File: src/rtl/obi_arbiter_if.sv
// OBI arbiter bundle: N master request ports plus one shared slave port, with the sticky error flag.
// The arbiter binds the "slave" modport; the environment binds "master".
interface obi_arbiter_if #(
    parameter int NUM_MASTERS = 2
);
    logic [NUM_MASTERS-1:0]    m_req_i;
    logic [NUM_MASTERS-1:0]    m_gnt_o;
    logic [NUM_MASTERS*32-1:0] m_addr_i;
    logic [NUM_MASTERS-1:0]    m_we_i;
    logic [NUM_MASTERS*4-1:0]  m_be_i;
    logic [NUM_MASTERS*32-1:0] m_wdata_i;
    logic [NUM_MASTERS-1:0]    m_rvalid_o;
    logic [31:0]               m_rdata_o;
    logic                      s_req_o;
    logic                      s_gnt_i;
    logic [31:0]               s_addr_o;
    logic                      s_we_o;
    logic [3:0]                s_be_o;
    logic [31:0]               s_wdata_o;
    logic                      s_rvalid_i;
    logic [31:0]               s_rdata_i;
    logic                      err_o;

    modport slave (
        input  m_req_i, m_addr_i, m_we_i, m_be_i, m_wdata_i,
        input  s_gnt_i, s_rvalid_i, s_rdata_i,
        output m_gnt_o, m_rvalid_o, m_rdata_o,
        output s_req_o, s_addr_o, s_we_o, s_be_o, s_wdata_o, err_o
    );

    modport master (
        output m_req_i, m_addr_i, m_we_i, m_be_i, m_wdata_i,
        output s_gnt_i, s_rvalid_i, s_rdata_i,
        input  m_gnt_o, m_rvalid_o, m_rdata_o,
        input  s_req_o, s_addr_o, s_we_o, s_be_o, s_wdata_o, err_o
    );
endinterface

File: src/rtl/obi_arbiter.sv
// Shares one OBI slave port among NUM_MASTERS masters, routing in-order responses via an ID FIFO.
// Define OBI_ARB_RR_EN for round-robin arbitration; default build is fixed priority (lowest index wins).
module obi_arbiter #(
    parameter int NUM_MASTERS     = 2,
    parameter int MAX_OUTSTANDING = 2,
    parameter int IDX_W           = (NUM_MASTERS > 1) ? $clog2(NUM_MASTERS) : 1
) (
    input  logic          clk_i,
    input  logic          rst_ni,
    obi_arbiter_if.slave  bus
);
    localparam int PTR_W = (MAX_OUTSTANDING > 1) ? $clog2(MAX_OUTSTANDING) : 1;
    localparam int CNT_W = $clog2(MAX_OUTSTANDING + 1);

    logic [CNT_W-1:0] count_q, count_d;
    logic [PTR_W-1:0] rd_ptr_q, rd_ptr_d;
    logic [PTR_W-1:0] wr_ptr_q, wr_ptr_d;
    logic [IDX_W-1:0] fifo_q [MAX_OUTSTANDING];
    logic [IDX_W-1:0] fifo_d [MAX_OUTSTANDING];
    logic             lock_q, lock_d;
    logic [IDX_W-1:0] lock_idx_q, lock_idx_d;
    logic             err_q, err_d;
`ifdef OBI_ARB_RR_EN
    logic [IDX_W-1:0] rr_ptr_q, rr_ptr_d;
`endif

    logic             full;
    logic             s_req;
    logic             accept;
    logic             pop;
    logic [IDX_W-1:0] winner;

    // Handshake: an address phase transfers in the cycle where s_req_o && s_gnt_i;
    // a response transfers in any cycle with s_rvalid_i (no back-pressure on responses).
    assign full   = (count_q == CNT_W'(MAX_OUTSTANDING));
    assign s_req  = !full && (lock_q || (|bus.m_req_i));
    assign accept = s_req && bus.s_gnt_i;
    assign pop    = bus.s_rvalid_i && (count_q != '0);

    always_comb begin
        int cand;
        cand   = 0;
        winner = '0;
        if (lock_q) begin
            winner = lock_idx_q;
        end else begin
`ifdef OBI_ARB_RR_EN
            // Descending scan so the requester closest to rr_ptr is assigned last and wins.
            for (int i = NUM_MASTERS - 1; i >= 0; i--) begin
                cand = int'(rr_ptr_q) + i;
                if (cand >= NUM_MASTERS) cand = cand - NUM_MASTERS;
                if (bus.m_req_i[cand]) winner = IDX_W'(cand);
            end
`else
            for (int i = NUM_MASTERS - 1; i >= 0; i--) begin
                cand = i;
                if (bus.m_req_i[cand]) winner = IDX_W'(cand);
            end
`endif
        end
    end

    assign bus.s_req_o   = s_req;
    assign bus.s_addr_o  = bus.m_addr_i[int'(winner)*32 +: 32];
    assign bus.s_we_o    = bus.m_we_i[winner];
    assign bus.s_be_o    = bus.m_be_i[int'(winner)*4 +: 4];
    assign bus.s_wdata_o = bus.m_wdata_i[int'(winner)*32 +: 32];
    assign bus.m_rdata_o = bus.s_rdata_i;
    assign bus.err_o     = err_q;

    always_comb begin
        bus.m_gnt_o    = '0;
        bus.m_rvalid_o = '0;
        if (accept) bus.m_gnt_o[winner] = 1'b1;
        if (pop) bus.m_rvalid_o[fifo_q[rd_ptr_q]] = 1'b1;
    end

    always_comb begin
        count_d    = count_q;
        rd_ptr_d   = rd_ptr_q;
        wr_ptr_d   = wr_ptr_q;
        fifo_d     = fifo_q;
        lock_d     = lock_q;
        lock_idx_d = lock_idx_q;
        err_d      = err_q;
`ifdef OBI_ARB_RR_EN
        rr_ptr_d   = rr_ptr_q;
`endif
        if (accept) begin
            fifo_d[wr_ptr_q] = winner;
            wr_ptr_d = (wr_ptr_q == PTR_W'(MAX_OUTSTANDING - 1)) ? '0 : wr_ptr_q + 1'b1;
`ifdef OBI_ARB_RR_EN
            rr_ptr_d = (winner == IDX_W'(NUM_MASTERS - 1)) ? '0 : winner + 1'b1;
`endif
        end
        if (pop) begin
            rd_ptr_d = (rd_ptr_q == PTR_W'(MAX_OUTSTANDING - 1)) ? '0 : rd_ptr_q + 1'b1;
        end
        case ({accept, pop})
            2'b10:   count_d = count_q + 1'b1;
            2'b01:   count_d = count_q - 1'b1;
            default: count_d = count_q;
        endcase
        // Hold the chosen master until the slave grants, even if it withdraws its request.
        if (accept) begin
            lock_d = 1'b0;
        end else if (s_req) begin
            lock_d     = 1'b1;
            lock_idx_d = winner;
        end
        if (bus.s_rvalid_i && (count_q == '0)) err_d = 1'b1;
    end

    always_ff @(posedge clk_i or negedge rst_ni) begin
        if (!rst_ni) begin
            count_q    <= '0;
            rd_ptr_q   <= '0;
            wr_ptr_q   <= '0;
            fifo_q     <= '{default: '0};
            lock_q     <= 1'b0;
            lock_idx_q <= '0;
            err_q      <= 1'b0;
`ifdef OBI_ARB_RR_EN
            rr_ptr_q   <= '0;
`endif
        end else begin
            count_q    <= count_d;
            rd_ptr_q   <= rd_ptr_d;
            wr_ptr_q   <= wr_ptr_d;
            fifo_q     <= fifo_d;
            lock_q     <= lock_d;
            lock_idx_q <= lock_idx_d;
            err_q      <= err_d;
`ifdef OBI_ARB_RR_EN
            rr_ptr_q   <= rr_ptr_d;
`endif
        end
    end
endmodule
File: src/flat_wrapper.sv
// flat-port wrapper written by rule: the top's interface ports become plain ports
module obi_arbiter_flat 
#(
    parameter int NUM_MASTERS     = 2,
    parameter int MAX_OUTSTANDING = 2,
    parameter int IDX_W           = (NUM_MASTERS > 1) ? $clog2(NUM_MASTERS) : 1
)
  (clk_i, rst_ni, bus_m_req_i, bus_m_addr_i, bus_m_we_i, bus_m_be_i, bus_m_wdata_i, bus_s_gnt_i, bus_s_rvalid_i, bus_s_rdata_i, bus_m_gnt_o, bus_m_rvalid_o, bus_m_rdata_o, bus_s_req_o, bus_s_addr_o, bus_s_we_o, bus_s_be_o, bus_s_wdata_o, bus_err_o);
  obi_arbiter_if #(.NUM_MASTERS(NUM_MASTERS)) bus_i ();
  input  logic clk_i;
  input  logic rst_ni;
  input wire logic [$bits(bus_i.m_req_i)-1:0] bus_m_req_i;
  input wire logic [$bits(bus_i.m_addr_i)-1:0] bus_m_addr_i;
  input wire logic [$bits(bus_i.m_we_i)-1:0] bus_m_we_i;
  input wire logic [$bits(bus_i.m_be_i)-1:0] bus_m_be_i;
  input wire logic [$bits(bus_i.m_wdata_i)-1:0] bus_m_wdata_i;
  input wire logic [$bits(bus_i.s_gnt_i)-1:0] bus_s_gnt_i;
  input wire logic [$bits(bus_i.s_rvalid_i)-1:0] bus_s_rvalid_i;
  input wire logic [$bits(bus_i.s_rdata_i)-1:0] bus_s_rdata_i;
  output wire logic [$bits(bus_i.m_gnt_o)-1:0] bus_m_gnt_o;
  output wire logic [$bits(bus_i.m_rvalid_o)-1:0] bus_m_rvalid_o;
  output wire logic [$bits(bus_i.m_rdata_o)-1:0] bus_m_rdata_o;
  output wire logic [$bits(bus_i.s_req_o)-1:0] bus_s_req_o;
  output wire logic [$bits(bus_i.s_addr_o)-1:0] bus_s_addr_o;
  output wire logic [$bits(bus_i.s_we_o)-1:0] bus_s_we_o;
  output wire logic [$bits(bus_i.s_be_o)-1:0] bus_s_be_o;
  output wire logic [$bits(bus_i.s_wdata_o)-1:0] bus_s_wdata_o;
  output wire logic [$bits(bus_i.err_o)-1:0] bus_err_o;
  assign bus_i.m_req_i = bus_m_req_i;
  assign bus_i.m_addr_i = bus_m_addr_i;
  assign bus_i.m_we_i = bus_m_we_i;
  assign bus_i.m_be_i = bus_m_be_i;
  assign bus_i.m_wdata_i = bus_m_wdata_i;
  assign bus_i.s_gnt_i = bus_s_gnt_i;
  assign bus_i.s_rvalid_i = bus_s_rvalid_i;
  assign bus_i.s_rdata_i = bus_s_rdata_i;
  assign bus_m_gnt_o = bus_i.m_gnt_o;
  assign bus_m_rvalid_o = bus_i.m_rvalid_o;
  assign bus_m_rdata_o = bus_i.m_rdata_o;
  assign bus_s_req_o = bus_i.s_req_o;
  assign bus_s_addr_o = bus_i.s_addr_o;
  assign bus_s_we_o = bus_i.s_we_o;
  assign bus_s_be_o = bus_i.s_be_o;
  assign bus_s_wdata_o = bus_i.s_wdata_o;
  assign bus_err_o = bus_i.err_o;
  obi_arbiter #(.NUM_MASTERS(NUM_MASTERS), .MAX_OUTSTANDING(MAX_OUTSTANDING), .IDX_W(IDX_W)) u_core (.clk_i(clk_i), .rst_ni(rst_ni), .bus(bus_i));
endmodule
File: config.mk
export PLATFORM = sky130hd
export DESIGN_NAME = obi_arbiter_flat
export DESIGN_NICKNAME = d
export VERILOG_FILES = /design/src/rtl/obi_arbiter_if.sv /design/src/rtl/obi_arbiter.sv /design/src/flat_wrapper.sv
export SDC_FILE = /design/constraint.sdc
export NUM_CORES = 1
export LEC_CHECK = 0
export BUFFER_PORTS_ARGS = -buffer_cell sky130_fd_sc_hd__buf_2
export CELL_PAD_IN_SITES_DETAIL_PLACEMENT = 1
export CELL_PAD_IN_SITES_GLOBAL_PLACEMENT = 1
export CORE_AREA = 2 2 109 111
export CTS_CLUSTER_SIZE = 16
export DETAILED_ROUTE_END_ITERATION = 7
export DIE_AREA = 0 0 111 113
export PLACE_DENSITY_LB_ADDON = 0.2
export SLEW_MARGIN = 0
export SYNTH_ARGS = -nofsm -noshare
export SYNTH_HDL_FRONTEND = slang
export SYNTH_SLANG_ARGS = --single-unit
File: constraint.sdc
create_clock -name clk_i -period 1.8 [get_ports clk_i]
set_clock_uncertainty 0.1 [all_clocks]
set_input_delay 0.18 -clock clk_i [delete_from_list [all_inputs] [get_ports clk_i]]
set_output_delay 0.18 -clock clk_i [all_outputs]
set_load 0.05 [all_outputs]
==> impl_metrics.tcl, run 1 <==
set metrics [dict create \
    place_ws_ns -0.03926 \
    drt_wl_total_um 7277 \
    timing.final.ws_setup_ns -0.1592 \
    num_antenna_cells 0 \
    slew_headroom 0.8200 \
    gp_congestion 0.7981 \
    synth_edf_count 0 \
    synth_nets 328 \
    clk_pin_slew_ns 0.04 \
    comb_power_share 0.846 \
    setup_tns_ns -7.501 \
    use_met1 0.1201 \
    coreArea_mm2 0.01127 \
    ant_nets 0 \
    yosysUniqueCellTypes 24 \
    yosysSeqAreaShare 0.1263 \
    grt_pass1_vias 2016 \
    async_flop_share 1.000 \
    crit_required_ns 1.52 \
    insertion_delay_ns 0.23 \
    fill_cells 1294 \
    yosysMostFrequentCell "mux2_4" \
    finalHoldViolCount 0 \
    rows 39 \
    cts_buffer_depth 2 \
    fin_crit_sh 1.088 \
    ys_ff_latch 9 \
    drt_iter0_markers 36 \
    io_pins 283 \
    cts_root_buffer "clkbuf_16" \
    cap_violations 0 \
    cp.arrival_ns 1.68 \
    synthesis.area_mm2 0.001783 \
    r2r_setup_slack_ns -0.06 \
    r2r_end "u_core.count_q[1]" \
    final_util 0.3151 \
    hold_start "bus_s_rvalid_i" \
    rsz0062_at_grt "yes" \
    p_int_mw 2.593 \
    fin_area_mm2 0.003552 \
    vias 1929 \
    vias_per_cell 3.905 \
    portBuffers 218 \
    netlist_top_cells_count "50 x mux2_4, 32 x buf_4, 17 x mux2_2" \
    post-synth-top-area-cell "mux2_4" \
    path_class "register to primary output" \
    synth_top_area_share 0.4211 \
    synth.avg_cell_area_um2 11.81 \
    syn_inst 151 \
    grt_pass1_wl_um 10770 \
    busiest_layer "met2" \
    outcome "finished, violations left" \
    area_delta_synth_final_pct 99.23 \
    max_freq_ghz 0.5104 \
    sequentialPowerShare 0.079 \
    layout-drive-gt1-share 0.9174 \
    fp.dieW_um 111 \
    grt-ovfl-total 0 \
    timing.hold.ws_ns 0.06367 \
    ys.flop_type "dfrtp_1" \
    cp_max_fo 8 \
    finish.net_count 529 \
    setup_violations 72 \
    routedWlPerCell_um 14.73 \
    die_h_um 113 \
    r2r-start "u_core.lock_q" \
    p_sw_mw 2.590 \
    period_minus_slack_ns 1.959 \
    whs_path_depth 2 \
    critPathLaunchType "register" \
    firstDrtPassIters 4 \
    final_max_slew_viol_count 0 \
    numCtsBuffers 3 \
    cts_num_sinks 9 \
    min_path_type "input pin to register" \
    postPlaceCellArea_mm2 0.002773 \
    synth.area.top_cells "mux2_4 42%, buf_4 13%, dfrtp_1 13%, mux2_2 11%, buf_12 5.6%" \
    holdPathEnd "u_core.bus.err_o" \
    tightest_slew_ns 0.2679 \
    initial_utilization 0.1582 \
    htreeDepth 1 \
    violations "negative setup slack" \
    yosysWarnings 0 \
    drcViolationCount 0 \
    antenna_found_initial 0 \
    peakVddDrop_mv 0.6415 \
    switching_share 0.4997 \
    power_density_mw_per_mm2 1459 \
    design.die.area_mm2 0.01254 \
    clock_power_share 0.075 \
    hpwl_um 5628 \
    p_leak_nw 1.875 \
    met2_usage 0.1984 \
    grt_use_total 0.1062 \
    grt_max_degree 19 \
    end_kind "primary output" \
    grtUsageMet3 0.04017 \
    cts_tree "done" \
    rr_worst_depth 8 \
]
[layout by cell type, fill, tap and decap left out, drive strengths merged]
master         n
nand4b         1
nand2          2
o21ai          2
dfrtp          9
nor3           3
mux2          72
mux2i          1
or3            1
dlygate4sd3    1
a21o           2
ha             1
nor2b          3
xnor2          4
nand2b         2
xor2           1
nand3          1
buf          234
clkbuf         5
nor2           5
inv            1
[state kept, by name (all words and copies together), names as in the netlist]
name,count
u_core.bus.err_o,1
u_core.lock_idx_q,1
u_core.fifo_q,2
u_core.rd_ptr_q,1
u_core.wr_ptr_q,1
u_core.lock_q,1
u_core.count_q,2
[worst max path at each step]
| stage | startpoint | depth (start not counted) | endpoint |
|---|---|---|---|
| floorplan | u_core.lock_q | 5 | bus_m_gnt_o[0] |
| global placement | bus_m_req_i[0] | 6 | bus_s_addr_o[8] |
| detailed placement | bus_m_req_i[0] | 6 | bus_s_addr_o[8] |
| CTS | u_core.lock_q | 7 | bus_s_addr_o[25] |
| global route | u_core.lock_q | 6 | bus_s_addr_o[25] |
| finish | u_core.lock_q | 6 | bus_s_addr_o[25] |
[final cells by class]
class / instances / area, um^2 / area share
Timing Repair Buffer: 236 / 1742 / 0.4903
Multi-Input combinational cell: 101 / 1321 / 0.3720
Sequential cell: 9 / 227.7 / 0.06411
Clock buffer: 4 / 78.83 / 0.02219
Inverter: 1 / 3.754 / 0.001057
Tap cell: 143 / 178.9 / 0.05037
[logic make-up after synthesis]
logic type               count (synthesis)  synth area share
AO/OA/AOI/OAI                            4           0.01614
flip-flops                               9            0.1263
AND/OR/NAND/NOR                         18           0.05193
multiplexers                            73            0.5656
buffers and inverters                   41            0.2084
adder cells (fa/ha/maj)                  1          0.007016
XOR/XNOR                                 5           0.02456
[metrics by stage]
stage                     cells  total power [mW]
after global placement      479             3.774
after global routing        494             5.425
after CTS                   492             5.083
final                       494             5.184
after floorplan             151             3.407
after detailed placement    479             3.788
[what timing repair did]
| action | in CTS | in global routing |
|---|---|---|
| gates resized for setup | 155 | 12 |
| endpoints found under the hold margin | 9 | 0 |
| gates cloned | 3 | 1 |
| setup buffers | 7 | 2 |
| pin swaps | 4 | 5 |
| hold buffers | 1 | 0 |
| endpoints found under the setup margin | 72 | 73 |
[layer usage]
metal	wire length [um]	up-vias
met4	15	0
met2	3823	130
met5	0	-
met3	726	4
li1	-	905
met1	2711	890
[worst max-delay path: stages, from the launching register on]
cell     delay [ns]
dfrtp_2        0.43
o21ai_4        0.14
buf_6          0.15
buf_8          0.13
buf_16         0.14
mux2_4         0.31
buf_6          0.15
[power groups by stage]
stage	sequential [mW]	clock [mW]	combinational [mW]
finish	0.408	0.391	4.38
global route	0.427	0.414	4.58
CTS	0.403	0.401	4.28
detailed placement	0.398	0	3.39
global placement	0.398	0	3.38
floorplan	0.365	0	3.04
Note: power is estimated with default switching activity, not from simulation.
==> run 2, diff against run 1 <==
Settings changed: CTS_BUF_LIST set to sky130_fd_sc_hd__clkbuf_16, PLACE_DENSITY set to 0.81, PLACE_DENSITY_LB_ADDON 0.2 to not set.
==> impl_metrics.tcl, run 2 (synthesis gave the netlist of run 1 again) <==
set metrics [dict create \
    outcome "finished, violations left" \
    violations "negative setup slack" \
    sequentialPowerShare 0.072 \
    fill_cells 1277 \
    hpwl_um 6228 \
    coreArea_mm2 0.01127 \
    layout-drive-gt1-share 0.9134 \
    cap_violations 0 \
    htreeDepth 1 \
    grt_max_degree 24 \
    gp_congestion 0.7954 \
    rows 39 \
    slew_headroom 0.7891 \
    setup_violations 73 \
    numCtsBuffers 3 \
    max_freq_ghz 0.5020 \
    final_cell_mix "147 x buf_2, 69 x buf_6, 56 x mux2_4" \
    finish.net_count 536 \
    hold_start "bus_s_rvalid_i" \
    mostFrequentLayoutCell "buf_2" \
    end_kind "primary output" \
    crit_start "u_core.lock_q" \
    cp.arrival_ns 1.71 \
    drt_wl_total_um 8361 \
    p_leak_nw 1.933 \
    path_cells "o21ai_4 > buf_6 > clkbuf_16 > mux2_2 > buf_6" \
    drt_iter0_markers 37 \
    final_max_slew_viol_count 0 \
    grt_pass1_wl_um 11450 \
    final_util 0.3296 \
    path_class "register to primary output" \
    vias 2007 \
    fin_crit_sh 1.107 \
    cts_buffer_depth 2 \
    slowest_stage "dfrtp_2" \
    peakVddDrop_mv 0.9399 \
    grt_use_total 0.1143 \
    power_mw 5.474 \
    grt-ovfl-total 0 \
    vias_per_cell 4.006 \
    reg.largest.list "u_core.count_q x2, u_core.fifo_q x2" \
    p_sw_mw 2.681 \
    min_path_type "input pin to register" \
    initial_utilization 0.1582 \
    io_pins 283 \
    drcViolationCount 0 \
    cts_root_buffer "clkbuf_16" \
    insertion_delay_ns 0.24 \
    cp_slowest_stage_delay_ns 0.43 \
    design.die.area_mm2 0.01254 \
    cts_tree "done" \
    timing.final.ws_setup_ns -0.1920 \
    routedWlPerCell_um 16.69 \
    cp_max_fo 7 \
    regArea_um2 226.5 \
    crit_required_ns 1.52 \
    clk_pin_slew_ns 0.04 \
    fp.dieW_um 111 \
    rsz0062_at_grt "yes" \
    r2r-start "u_core.lock_q" \
    power_density_mw_per_mm2 1474 \
    finalHoldViolCount 0 \
    die_h_um 113 \
    area_delta_synth_final_pct 108.4 \
    comb_power_share 0.857 \
    num_antenna_cells 0 \
    firstDrtPassIters 4 \
    multi_input_area_mm2 0.001256 \
    tightest_slew_ns 0.3157 \
    grt_pass1_vias 2162 \
    ant_nets 0 \
    switching_share 0.4897 \
    antenna_found_initial 0 \
    cts_num_sinks 9 \
    portBuffers 218 \
    critPathLaunchType "register" \
    p_int_mw 2.794 \
    crit_top_cell "buf_6" \
    clock_power_share 0.071 \
    period_minus_slack_ns 1.992 \
]
run 2: changes by cell type in the layout (fill, tap and decap cells not counted), moves of 2 or more:
cell and change:
buf_16 +2, buf_4 -16, buf_6 +15, buf_8 +2
clkbuf_16 +3, mux2_2 +10, mux2_4 -10, nor2_4 -2
run 2: path summary, 6_finish.rpt:
check | slack [ns] | endpoint | cells past startpoint
min in group asynchronous | 0.24 | u_core.bus.err_o | 2
worst max register to register | -0.08 | u_core.count_q[1] | 8
worst min register to register | 0.36 | u_core.bus.err_o | 1
worst max-delay path | -0.19 | bus_s_addr_o[27] | 5
worst min-delay path | 0.07 | u_core.bus.err_o | 2
max in group asynchronous | 1.16 | u_core.lock_q | 2
run 2: timing repair:
| item | 4_1_cts | 5_1_grt |
|---|---|---|
| endpoints found under the setup margin | 71 | 74 |
| hold buffers | 1 | 0 |
| endpoints found under the hold margin | 9 | 0 |
| gates resized for setup | 113 | 59 |
| buffers inserted | 5 | 3 |
| pin swaps | 1 | 1 |
| cloned | 5 | 5 |
run 2: metrics by stage:
stage	TNS (ns)	cell area, um^2	std cells	worst slack, ns	hold slack, ns
after global placement	-0.04854	2780	478	-0.02103	-0.06103
after global routing	-13.81	3715	501	-0.2382	0.08199
after CTS	-11.78	3368	493	-0.2258	0.07757
after detailed placement	-1.421	2780	478	-0.05922	-0.05411
final	-10.20	3715	501	-0.1920	0.07328
after floorplan	0	1785	151	0.02925	-0.2156
run 2: routing by layer:
metal / part of all wire / GRT usage / vias to the layer above
met5: 0 / 0 / -
met4: 0.0032 / 0.01500 / 0
met1: 0.37 / 0.1226 / 914
li1: - / - / 917
met3: 0.11 / 0.04821 / 2
met2: 0.52 / 0.2151 / 174
run 2: power by group through the flow:
stage	registers (mW)	logic, mW	clock network [mW]
2_1_floorplan	0.365	3.04	0
3_3_place_gp	0.382	3.36	0
3_5_place_dp	0.388	3.43	0
4_1_cts	0.388	4.21	0.394
5_1_grt	0.409	4.86	0.401
6_report	0.395	4.69	0.390
run 2: layout make-up:
class                      count  area share
timing repair buffer         243      0.5305
sequential                     9     0.06096
tap                          143     0.04816
clock inverter                 1    0.001010
inverter                       1    0.001010
clock buffer                   3     0.02021
multi-input combinational    101      0.3382
run 2: critical path: cells and delay by family, from the launching register on:
family,cells,cell delay (ns)
AO/OA/AOI/OAI,1,0.19
buffers and inverters,3,0.51
flip-flops,1,0.43
multiplexers,1,0.34
